[src/rtl/ex_multicycle_pkg.sv]
// Shared opcodes, result-class codes and divider FSM encoding for the
// multicycle execute stage.
package ex_multicycle_pkg;

    localparam int ALUOP_W  = 8;
    localparam int ALUSEL_W = 3;

    localparam logic [ALUOP_W-1:0] EXE_NOP_OP  = 8'b0000_0000;
    localparam logic [ALUOP_W-1:0] EXE_AND_OP  = 8'b0010_0100;
    localparam logic [ALUOP_W-1:0] EXE_OR_OP   = 8'b0010_0101;
    localparam logic [ALUOP_W-1:0] EXE_XOR_OP  = 8'b0010_0110;
    localparam logic [ALUOP_W-1:0] EXE_NOR_OP  = 8'b0010_0111;
    localparam logic [ALUOP_W-1:0] EXE_SLL_OP  = 8'b0111_1100;
    localparam logic [ALUOP_W-1:0] EXE_SRL_OP  = 8'b0000_0010;
    localparam logic [ALUOP_W-1:0] EXE_SRA_OP  = 8'b0000_0011;
    localparam logic [ALUOP_W-1:0] EXE_DIV_OP  = 8'b0001_1010;
    localparam logic [ALUOP_W-1:0] EXE_DIVU_OP = 8'b0001_1011;

    localparam logic [ALUSEL_W-1:0] EXE_RES_NOP   = 3'b000;
    localparam logic [ALUSEL_W-1:0] EXE_RES_LOGIC = 3'b001;
    localparam logic [ALUSEL_W-1:0] EXE_RES_SHIFT = 3'b010;

    typedef enum logic [1:0] {
        DIV_IDLE = 2'b00,
        DIV_BUSY = 2'b01,
        DIV_DONE = 2'b10
    } div_state_t;

    function automatic logic is_div_op(input logic [ALUOP_W-1:0] op);
        return (op == EXE_DIV_OP) || (op == EXE_DIVU_OP);
    endfunction

endpackage

[src/rtl/ex_multicycle_if.sv]
// Execute-stage bundle: decoded operation in, GPR and HI/LO writeback plus
// stall request out.
interface ex_multicycle_if
    import ex_multicycle_pkg::*;
#(
    parameter int DATA_W     = 32,
    parameter int REG_ADDR_W = 5
);

    logic [ALUOP_W-1:0]    aluop_i;
    logic [ALUSEL_W-1:0]   alusel_i;
    logic [DATA_W-1:0]     reg1_i;
    logic [DATA_W-1:0]     reg2_i;
    logic [REG_ADDR_W-1:0] wd_i;
    logic                  wreg_i;
    logic                  flush_i;
    logic [REG_ADDR_W-1:0] wd_o;
    logic                  wreg_o;
    logic [DATA_W-1:0]     wdata_o;
    logic [DATA_W-1:0]     hi_o;
    logic [DATA_W-1:0]     lo_o;
    logic                  whilo_o;
    logic                  stallreq_o;

    modport master (
        output aluop_i, alusel_i, reg1_i, reg2_i, wd_i, wreg_i, flush_i,
        input  wd_o, wreg_o, wdata_o, hi_o, lo_o, whilo_o, stallreq_o
    );

    modport slave (
        input  aluop_i, alusel_i, reg1_i, reg2_i, wd_i, wreg_i, flush_i,
        output wd_o, wreg_o, wdata_o, hi_o, lo_o, whilo_o, stallreq_o
    );

endinterface

[src/rtl/div_iter.sv]
// Radix-2 restoring divider: one quotient bit per cycle on operand
// magnitudes, sign fix-up applied on the way out.
module div_iter
    import ex_multicycle_pkg::*;
#(
    parameter int DATA_W = 32
) (
    input  logic              clk,
    input  logic              rst,
    input  logic              start,
    input  logic              is_signed,
    input  logic [DATA_W-1:0] dividend,
    input  logic [DATA_W-1:0] divisor,
    input  logic              flush,
    output logic              busy,
    output logic              done,
    output logic [DATA_W-1:0] quotient,
    output logic [DATA_W-1:0] remainder
);

    localparam int CNT_W = $clog2(DATA_W);
    localparam logic [CNT_W-1:0] CNT_LAST = CNT_W'(DATA_W - 1);
    localparam logic [CNT_W-1:0] CNT_ONE  = CNT_W'(1);

    function automatic logic [DATA_W-1:0] neg2(input logic [DATA_W-1:0] v);
        return ~v + {{(DATA_W-1){1'b0}}, 1'b1};
    endfunction

    div_state_t        state_r;
    div_state_t        state_nxt_s;
    logic [CNT_W-1:0]  cnt_r;
    logic [DATA_W-1:0] dvd_r;
    logic [DATA_W-1:0] dvs_r;
    logic [DATA_W-1:0] rem_r;
    logic              neg_q_r;
    logic              neg_r_r;

    logic              dvd_neg_s;
    logic              dvs_neg_s;
    logic [DATA_W-1:0] dvd_mag_s;
    logic [DATA_W-1:0] dvs_mag_s;
    logic [DATA_W:0]   trial_s;
    logic [DATA_W:0]   diff_s;
    logic              fits_s;

    // Operand magnitudes and the trial subtraction of the current step
    always_comb begin
        dvd_neg_s = is_signed & dividend[DATA_W-1];
        dvs_neg_s = is_signed & divisor[DATA_W-1];
        dvd_mag_s = dvd_neg_s ? neg2(dividend) : dividend;
        dvs_mag_s = dvs_neg_s ? neg2(divisor) : divisor;
        trial_s   = {rem_r, dvd_r[DATA_W-1]};
        diff_s    = trial_s - {1'b0, dvs_r};
        fits_s    = (trial_s >= {1'b0, dvs_r});
    end

    // FSM state register
    always_ff @(posedge clk or negedge rst) begin
        if (!rst) begin
            state_r <= DIV_IDLE;
        end else begin
            state_r <= state_nxt_s;
        end
    end

    // FSM next-state logic; flush wins from every state
    always_comb begin
        state_nxt_s = DIV_IDLE;
        if (flush) begin
            state_nxt_s = DIV_IDLE;
        end else begin
            case (state_r)
                DIV_IDLE: state_nxt_s = start ? DIV_BUSY : DIV_IDLE;
                DIV_BUSY: state_nxt_s = (cnt_r == CNT_LAST) ? DIV_DONE : DIV_BUSY;
                DIV_DONE: state_nxt_s = DIV_IDLE;
                default:  state_nxt_s = DIV_IDLE;
            endcase
        end
    end

    // FSM outputs; busy covers the launch cycle so the pipeline freezes at once
    always_comb begin
        busy = 1'b0;
        done = 1'b0;
        if (flush) begin
            busy = 1'b0;
            done = 1'b0;
        end else begin
            case (state_r)
                DIV_IDLE: busy = start;
                DIV_BUSY: busy = 1'b1;
                DIV_DONE: done = 1'b1;
                default:  busy = 1'b0;
            endcase
        end
    end

    // Datapath: operand capture on launch, one shift/subtract per BUSY cycle.
    // A zero divisor yields all-ones naturally, so its quotient is never negated.
    always_ff @(posedge clk or negedge rst) begin
        if (!rst) begin
            cnt_r   <= {CNT_W{1'b0}};
            dvd_r   <= {DATA_W{1'b0}};
            dvs_r   <= {DATA_W{1'b0}};
            rem_r   <= {DATA_W{1'b0}};
            neg_q_r <= 1'b0;
            neg_r_r <= 1'b0;
        end else begin
            case (state_r)
                DIV_IDLE: begin
                    if (start && !flush) begin
                        cnt_r   <= {CNT_W{1'b0}};
                        dvd_r   <= dvd_mag_s;
                        dvs_r   <= dvs_mag_s;
                        rem_r   <= {DATA_W{1'b0}};
                        neg_q_r <= (dvd_neg_s ^ dvs_neg_s) & (divisor != {DATA_W{1'b0}});
                        neg_r_r <= dvd_neg_s;
                    end
                end
                DIV_BUSY: begin
                    if (!flush) begin
                        rem_r <= fits_s ? diff_s[DATA_W-1:0] : trial_s[DATA_W-1:0];
                        dvd_r <= {dvd_r[DATA_W-2:0], fits_s};
                        cnt_r <= cnt_r + CNT_ONE;
                    end
                end
                default: begin
                    cnt_r <= cnt_r;
                end
            endcase
        end
    end

    assign quotient  = neg_q_r ? neg2(dvd_r) : dvd_r;
    assign remainder = neg_r_r ? neg2(rem_r) : rem_r;

endmodule

[src/rtl/ex_multicycle.sv]
// Execute stage: single-cycle logic/shift results plus an iterative
// DIV/DIVU unit that stalls the pipeline and writes HI/LO when finished.
module ex_multicycle
    import ex_multicycle_pkg::*;
#(
    parameter int DATA_W     = 32,
    parameter int REG_ADDR_W = 5
) (
    input  logic           clk,
    input  logic           rst,
    ex_multicycle_if.slave bus
);

    localparam int SHAMT_W = $clog2(DATA_W);

    logic [SHAMT_W-1:0] shamt_s;
    logic [DATA_W-1:0]  logic_res_s;
    logic [DATA_W-1:0]  shift_res_s;
    logic [DATA_W-1:0]  sel_res_s;
    logic               div_start_s;
    logic               div_signed_s;
    logic               div_busy_s;
    logic               div_done_s;
    logic [DATA_W-1:0]  quot_s;
    logic [DATA_W-1:0]  rem_s;

    assign shamt_s      = bus.reg1_i[SHAMT_W-1:0];
    assign div_start_s  = is_div_op(bus.aluop_i);
    assign div_signed_s = (bus.aluop_i == EXE_DIV_OP);

    // Bitwise logic results
    always_comb begin
        logic_res_s = {DATA_W{1'b0}};
        case (bus.aluop_i)
            EXE_OR_OP:  logic_res_s = bus.reg1_i | bus.reg2_i;
            EXE_AND_OP: logic_res_s = bus.reg1_i & bus.reg2_i;
            EXE_NOR_OP: logic_res_s = ~(bus.reg1_i | bus.reg2_i);
            EXE_XOR_OP: logic_res_s = bus.reg1_i ^ bus.reg2_i;
            default:    logic_res_s = {DATA_W{1'b0}};
        endcase
    end

    // Shifts of reg2 by the low bits of reg1
    always_comb begin
        shift_res_s = {DATA_W{1'b0}};
        case (bus.aluop_i)
            EXE_SLL_OP: shift_res_s = bus.reg2_i << shamt_s;
            EXE_SRL_OP: shift_res_s = bus.reg2_i >> shamt_s;
            EXE_SRA_OP: shift_res_s = $unsigned($signed(bus.reg2_i) >>> shamt_s);
            default:    shift_res_s = {DATA_W{1'b0}};
        endcase
    end

    // GPR write-data select by result class
    always_comb begin
        sel_res_s = {DATA_W{1'b0}};
        case (bus.alusel_i)
            EXE_RES_LOGIC: sel_res_s = logic_res_s;
            EXE_RES_SHIFT: sel_res_s = shift_res_s;
            default:       sel_res_s = {DATA_W{1'b0}};
        endcase
    end

    div_iter #(
        .DATA_W (DATA_W)
    ) u_div_iter (
        .clk       (clk),
        .rst       (rst),
        .start     (div_start_s),
        .is_signed (div_signed_s),
        .dividend  (bus.reg1_i),
        .divisor   (bus.reg2_i),
        .flush     (bus.flush_i),
        .busy      (div_busy_s),
        .done      (div_done_s),
        .quotient  (quot_s),
        .remainder (rem_s)
    );

    // Output drive; everything reads zero while reset is held
    always_comb begin
        bus.wd_o       = {REG_ADDR_W{1'b0}};
        bus.wreg_o     = 1'b0;
        bus.wdata_o    = {DATA_W{1'b0}};
        bus.whilo_o    = 1'b0;
        bus.hi_o       = {DATA_W{1'b0}};
        bus.lo_o       = {DATA_W{1'b0}};
        bus.stallreq_o = 1'b0;
        if (!rst) begin
            bus.stallreq_o = 1'b0;
        end else begin
            bus.wd_o       = bus.wd_i;
            bus.wreg_o     = bus.wreg_i;
            bus.wdata_o    = sel_res_s;
            bus.stallreq_o = div_busy_s;
            bus.whilo_o    = div_done_s;
            bus.hi_o       = div_done_s ? rem_s  : {DATA_W{1'b0}};
            bus.lo_o       = div_done_s ? quot_s : {DATA_W{1'b0}};
        end
    end

endmodule

[src/flat_wrapper.sv]
// flat-port wrapper written by rule: the top's interface ports become plain ports
module ex_multicycle_flat import ex_multicycle_pkg::*;
#(
    parameter int DATA_W     = 32,
    parameter int REG_ADDR_W = 5
)
  (clk, rst, bus_aluop_i, bus_alusel_i, bus_reg1_i, bus_reg2_i, bus_wd_i, bus_wreg_i, bus_flush_i, bus_wd_o, bus_wreg_o, bus_wdata_o, bus_hi_o, bus_lo_o, bus_whilo_o, bus_stallreq_o);
  ex_multicycle_if #(.DATA_W(DATA_W), .REG_ADDR_W(REG_ADDR_W)) bus_i ();
  input  logic clk;
  input  logic rst;
  input wire logic [$bits(bus_i.aluop_i)-1:0] bus_aluop_i;
  input wire logic [$bits(bus_i.alusel_i)-1:0] bus_alusel_i;
  input wire logic [$bits(bus_i.reg1_i)-1:0] bus_reg1_i;
  input wire logic [$bits(bus_i.reg2_i)-1:0] bus_reg2_i;
  input wire logic [$bits(bus_i.wd_i)-1:0] bus_wd_i;
  input wire logic [$bits(bus_i.wreg_i)-1:0] bus_wreg_i;
  input wire logic [$bits(bus_i.flush_i)-1:0] bus_flush_i;
  output wire logic [$bits(bus_i.wd_o)-1:0] bus_wd_o;
  output wire logic [$bits(bus_i.wreg_o)-1:0] bus_wreg_o;
  output wire logic [$bits(bus_i.wdata_o)-1:0] bus_wdata_o;
  output wire logic [$bits(bus_i.hi_o)-1:0] bus_hi_o;
  output wire logic [$bits(bus_i.lo_o)-1:0] bus_lo_o;
  output wire logic [$bits(bus_i.whilo_o)-1:0] bus_whilo_o;
  output wire logic [$bits(bus_i.stallreq_o)-1:0] bus_stallreq_o;
  assign bus_i.aluop_i = bus_aluop_i;
  assign bus_i.alusel_i = bus_alusel_i;
  assign bus_i.reg1_i = bus_reg1_i;
  assign bus_i.reg2_i = bus_reg2_i;
  assign bus_i.wd_i = bus_wd_i;
  assign bus_i.wreg_i = bus_wreg_i;
  assign bus_i.flush_i = bus_flush_i;
  assign bus_wd_o = bus_i.wd_o;
  assign bus_wreg_o = bus_i.wreg_o;
  assign bus_wdata_o = bus_i.wdata_o;
  assign bus_hi_o = bus_i.hi_o;
  assign bus_lo_o = bus_i.lo_o;
  assign bus_whilo_o = bus_i.whilo_o;
  assign bus_stallreq_o = bus_i.stallreq_o;
  ex_multicycle #(.DATA_W(DATA_W), .REG_ADDR_W(REG_ADDR_W)) u_core (.clk(clk), .rst(rst), .bus(bus_i));
endmodule
[config.mk]
export PLATFORM = sky130hd
export DESIGN_NAME = ex_multicycle_flat
export DESIGN_NICKNAME = d
export VERILOG_FILES = /design/src/rtl/ex_multicycle_pkg.sv /design/src/rtl/ex_multicycle_if.sv /design/src/rtl/div_iter.sv /design/src/rtl/ex_multicycle.sv /design/src/flat_wrapper.sv
export SDC_FILE = /design/constraint.sdc
export NUM_CORES = 1
export LEC_CHECK = 0
export ABC_AREA = 1
export ABC_CLOCK_PERIOD_IN_PS = 4900
export CELL_PAD_IN_SITES_DETAIL_PLACEMENT = 1
export CELL_PAD_IN_SITES_GLOBAL_PLACEMENT = 1
export CORE_AREA = 3 3 205 207
export CTS_CLUSTER_DIAMETER = 50
export CTS_CLUSTER_SIZE = 28
export DETAILED_ROUTE_END_ITERATION = 8
export DIE_AREA = 0 0 208 210
export PLACE_DENSITY_LB_ADDON = 0.1
export SETUP_SLACK_MARGIN = 0.3
export SYNTH_ARGS = -nofsm -noshare
export SYNTH_HDL_FRONTEND = slang
export SYNTH_SLANG_ARGS = --single-unit
[constraint.sdc]
create_clock -name clk -period 4.9 [get_ports clk]
set_input_delay 1.225 -clock clk [delete_from_list [all_inputs] [get_ports clk]]
set_output_delay 1.225 -clock clk [all_outputs]
set_load 0.01 [all_outputs]
== Word level (Yosys, flattened, before mapping) ==
Cells that the tools add are included.
Word-level totals
  flip-flop bits (word level): 105
Operators by class
  add/subtract/negate cells: 6
  magnitude comparators: 1
  equal/unequal tests: 16
  shifts and indexed selects: 3
  muxes and demuxes: 34
  bitwise operators: 12
  reduce and logical (&&, ||, !) cells: 8
Operators by type and width (number)
  2-to-1 mux 32 bit: 14
  one-hot mux 32 bit (2 select lines): 3
  inverter 32 bit: 5
  adder 32 x 1 -> 32 bit, second input constant: 4
  one-hot mux 32 bit (4 select lines): 1
  one-hot mux 32 bit (3 select lines): 1
  greater-or-equal comparator 33 x 32 -> 1 bit: 1
  bitwise AND 32 bit: 1
  equality test 8 x 6 -> 1 bit, second input constant: 4
  bitwise OR 32 bit: 1
  nonzero test 32 bit: 1
  << shifter 32 x 5 -> 32 bit: 1
  right shift 32 x 5 -> 32 bit: 1
  >>> shifter 32 x 5 -> 32 bit: 1
  subtractor 32 bit: 1
  bitwise XOR 32 bit: 1
  equality test 8 x 2 -> 1 bit, second input constant: 2
  equality test 8 x 5 -> 1 bit, second input constant: 2
  2-to-1 mux 5 bit: 3
  one-hot mux 5 bit (2 select lines): 1
  equality test 8 x 7 -> 1 bit, second input constant: 1
  2-to-1 mux 1 bit: 7
  adder 5 x 1 -> 5 bit, second input constant: 1
  equality test 5 bit, second input constant: 1
  17 further kinds: 21

== Logic depth before layout (Yosys ltp) ==
  depth after elaboration: 5
  depth in mapped cells: 18
  gate-level depth less buffers: 17

== Modules after synthesis ==
A second synthesis with hierarchy kept.
Second synthesis, totals
  cell total of the unflattened synthesis: 3157
  area, all modules: 17519.3 µm²
By module, submodules not included
  div_iter: times used 1, cells an instance 1816, area each 10872.9 µm²
  ex_multicycle: times used 1, cells an instance 1341, area each 6646.4 µm²

== Worst setup path before layout ==
Ideal clock, no wire load.
  kind: in2out
  start point: input port bus_reg1_i[0]
  end point: output port bus_wdata_o[10]
  arrival: 2.723 ns
  slack: 0.952 ns
  stages on the path: 12
  path through: buf_4 > clkinv_2 > buf_4 > ha_1 > or2_2 > and2_1 > nand3_1 > nand2_1 > o21ai_1 > nand3_1 > nand2_1 > a21oi_1
On the way
  longest elaborated chain between the ends: 4
  elaborated cells between the ends (all ways): 6
RTL lines
  from (decl): line flat_wrapper.sv:13  | input wire logic [$bits(bus_i.reg1_i)-1:0] bus_reg1_i;
  >>> shifter 32 x 5 -> 32 bit (tied with other cells): line ex_multicycle.sv:49  | EXE_SRA_OP: shift_res_s = $unsigned($signed(bus.reg2_i) >>> shamt_s);
  one-hot mux 32 bit (3 select lines) (*): line ex_multicycle.sv:46  | case (bus.aluop_i)
  one-hot mux 32 bit (2 select lines) (*): line ex_multicycle.sv:57  | case (bus.alusel_i)
  2-to-1 mux 32 bit (*): line ex_multicycle.sv:89  | if (!rst) begin
  to (decl): line flat_wrapper.sv:20  | output wire logic [$bits(bus_i.wdata_o)-1:0] bus_wdata_o;
Mark *: on every way between the ends. The rest lies on a longest branch, timed or not.

== Final worst setup path ==
  start point: input port bus_aluop_i[6]
  end point: output port bus_wdata_o[29]
On the way
  longest elaborated chain between the ends: 4
  elaborated cells between the ends (all ways): 11
RTL lines
  from (decl): line flat_wrapper.sv:11  | input wire logic [$bits(bus_i.aluop_i)-1:0] bus_aluop_i;
  equality test 8 x 6 -> 1 bit (tied with other cells): line ex_multicycle.sv:34  | case (bus.aluop_i)
  one-hot mux 32 bit (4 select lines) or one-hot mux 32 bit (3 select lines) (tied branches): line ex_multicycle.sv:34, ex_multicycle.sv:46
  one-hot mux 32 bit (2 select lines) (*): line ex_multicycle.sv:57
  2-to-1 mux 32 bit (*): line ex_multicycle.sv:89
Marks and branches as above.

==> impl_results.md <==
- Count of cell types in the netlist: 57
- Syn Std Cell Area: 16160 um2
- Worst-path clk slew: 70 ps
- Seq/Total Area, Yosys: 16.26%
- Setup WS pre-CTS: -640.9 ps
- Final worst setup slack: 310.2 ps
- Syn nets: 3025
- Synthesized instance count: 2837
- CP max FO: 16
- Synth Area in Adders: 8.100%
- Largest family of logic cells by synthesized area: simple AND/OR/NAND/NOR gates
- Compound-Gate Fraction of Synth Area: 17.57%
- Routed vias/inst: 6.035
- Clk sinks: 105
- Ant diodes: 0
- Final setup fails: 0
- Status: finished, final reports clean
- Max Clock Freq: 0.2179 GHz
- Setup TNS: 0 ps
- Worst-Margin Slew: 775.2 ps
- R2R Setup Slk: 1580 ps
- Hold_buf cts: 0
- Layout cells sized above 1: 15.95%
- Gr ovfl total: 0
- Clock latency on the worst-skew pair: 370 ps
- Most frequent cells in the layout: nand2_1 (735), nand3_1 (444), inv_1 (267)
- Fill cells: 5690
- Via Count: 22550
- Crit end category: output pin
- Starting density of the core: 39.84%
- Port Buffers: 187
- GP Congestion: 1.084
- CTS tree: yes
- Worst slew margin: 47.77%
- DRC viols: 0
- Hold crit path type: register to register
- Lkg Pwr: 10.39 nW
- First-pass GRT wire length: 137.0 mm
- Fin crit share: 93.67%
- Synth warn: 0
- Global-route usage over all layers: 40.10%
- Mux cell area share after synthesis: 0%
- Avg Cell Area, Syn: 5.695 um2
- Cts bufs inserted: 9
- Flops & latches, synth: 105
- CTS H-tree lvls: 3
- Met3 routed WL: 6.807 mm
- Post-Synth XOR/XNOR Area: 2.656%
- Routed wl met2: 41.40 mm
- DIE HEIGHT: 210 um
- Die W: 208 um
- VDD IR max: 0.0001704 V
- Final Hold Fails: 0
- Antenna violations before repair: 4
- Worst EP arrival: 3360 ps
- Vias in the first global route: 23050
- Dpl hpwl: 74.36 mm
- Most common cell after layout, fill and taps aside: nand2_1
- Std cell rows: 74
- Drt initial violations: 2190
- Worst Hold Slack: 493.4 ps
- Metal-1 WL: 36.44 mm
- Die area: 43680 um2
- Skew final: 10.08 ps
- Top sig layer: met5
- CTS max path bufs: 2
- Largest net degree at the start of global routing: 60
- Pwr Density: 183.5 nW/um2
- P&R area growth vs syn: 31.05%
- DR WL/cell: 24.56 um
- Top FF cell, synth: dfrtp_1
- Root Driver: clkbuf_16
- Max-cap viol count: 0
- CP required: 3670 ps
- Final Critical Period: 4590 ps
- Critical path class: primary input to output pin
- Final WL: 91.77 mm
- Post-synth EDFFs: 0
- CORE AREA: 40550 um2
- Worst setup SP type: primary input
- Final core utilization: 52.22%
- DRT Pass-1 Iters: 6
- Num ports: 188
- Simple-gate area share of the yosys netlist: 44.66%
- Unrepaired setup endpoints after global routing: true
- Number of routed nets with antenna violations: 0
- Max Slew Vio Count: 0
- Async S/R FF share, synth: 100.0%
- Layout Nets: 3387
worst paths after layout:
check                                        startpoint  cells past startpoint                           to
setup / recovery                         bus_aluop_i[6]                     13              bus_wdata_o[29]
hold / removal              u_core.u_div_iter.dvs_r[13]                      2  u_core.u_div_iter.dvs_r[13]
setup reg to reg           u_core.u_div_iter.state_r[0]                     10   u_core.u_div_iter.dvd_r[6]
hold reg to reg             u_core.u_div_iter.dvs_r[13]                      2  u_core.u_div_iter.dvs_r[13]
max in group asynchronous                           rst                      3  u_core.u_div_iter.dvs_r[20]
min in group asynchronous                           rst                      1   u_core.u_div_iter.dvd_r[0]
cells in the mapped netlist, types with 18 or more instances:
cell | n | area, um2
a21oi_1 | 212 | 1061
nor2_1 | 264 | 991.0
nand4_1 | 45 | 281.5
o21ai_1 | 48 | 240.2
clkbuf_1 | 51 | 191.4
nand3_1 | 451 | 2257
buf_2 | 38 | 190.2
o2111ai_1 | 19 | 166.4
dfrtp_1 | 105 | 2628
o211ai_1 | 18 | 135.1
o21ai_0 | 197 | 986.0
ha_1 | 103 | 1289
xor2_1 | 36 | 315.3
inv_1 | 272 | 1021
nand2_1 | 758 | 2845
nor3_1 | 40 | 200.2
critical path, cell delays in order:
cell and delay (ps):
dlygate4sd2_1 260, inv_1 80, nand2_2 60, buf_4 160
nor3_4 220, buf_6 160, nand4_1 120, buf_6 180
buf_12 150, o2111ai_2 210, nand2_1 120, a21oi_2 230
buf_2 180
state kept, by name, indices dropped and copies added, names as in the netlist:
signal                     count
u_core.u_div_iter.neg_r_r      1
u_core.u_div_iter.state_r      2
u_core.u_div_iter.rem_r       32
u_core.u_div_iter.dvd_r       32
u_core.u_div_iter.neg_q_r      1
u_core.u_div_iter.dvs_r       32
u_core.u_div_iter.cnt_r        5
report_power, final:
part	internal, mW	total [mW]	switching, mW
registers	0.997	1.16	0.158
logic	0.653	1.95	1.30
clock network	0.408	0.781	0.373
total	2.06	3.89	1.83
cell type report:
cell class / count / area [um2] / area share, %
sequential: 105 / 2628 / 12.41
timing repair buffer: 476 / 4198 / 19.82
inverter: 293 / 1105 / 5.217
multi-input combinational: 2314 / 12260 / 57.92
tap: 532 / 665.6 / 3.143
clock inverter: 7 / 90.09 / 0.4254
clock buffer: 9 / 225.2 / 1.064
routing by layer:
layer  vias up  GRT usage, %
met5         -             0
met4         6         25.30
met3       316         5.045
met1     10970         50.33
met2      1073         65.71
li1      10190             -
cell families (layout without fill, tap and decap cells):
logic type / Yosys count / count (layout)
AND/OR/NAND/NOR: 1634 / 1634
AO/OA/AOI/OAI: 527 / 527
buffers and inverters: 418 / 785
flip-flops: 105 / 105
adder cells (fa/ha/maj): 104 / 104
XOR/XNOR: 49 / 49
per-stage QoR:
stage                     instances  area, um2  power (mW)
after floorplan                2837      16160       2.212
after global placement         3698      20240       2.915
after detailed placement       3698      20240       3.017
after CTS                      3725      20950       3.825
after global routing           3736      21180       4.114
final                          3736      21180       3.885
repair_timing:
| action | in CTS | in global routing |
|---|---|---|
| setup endpoints to repair | 32 | 39 |
| cloned | 2 | 2 |
| resized for setup | 249 | 56 |
| pin swaps | 40 | 13 |
| setup buffers | 9 | 9 |
No activity file was read; power rests on OpenSTA's default activity.
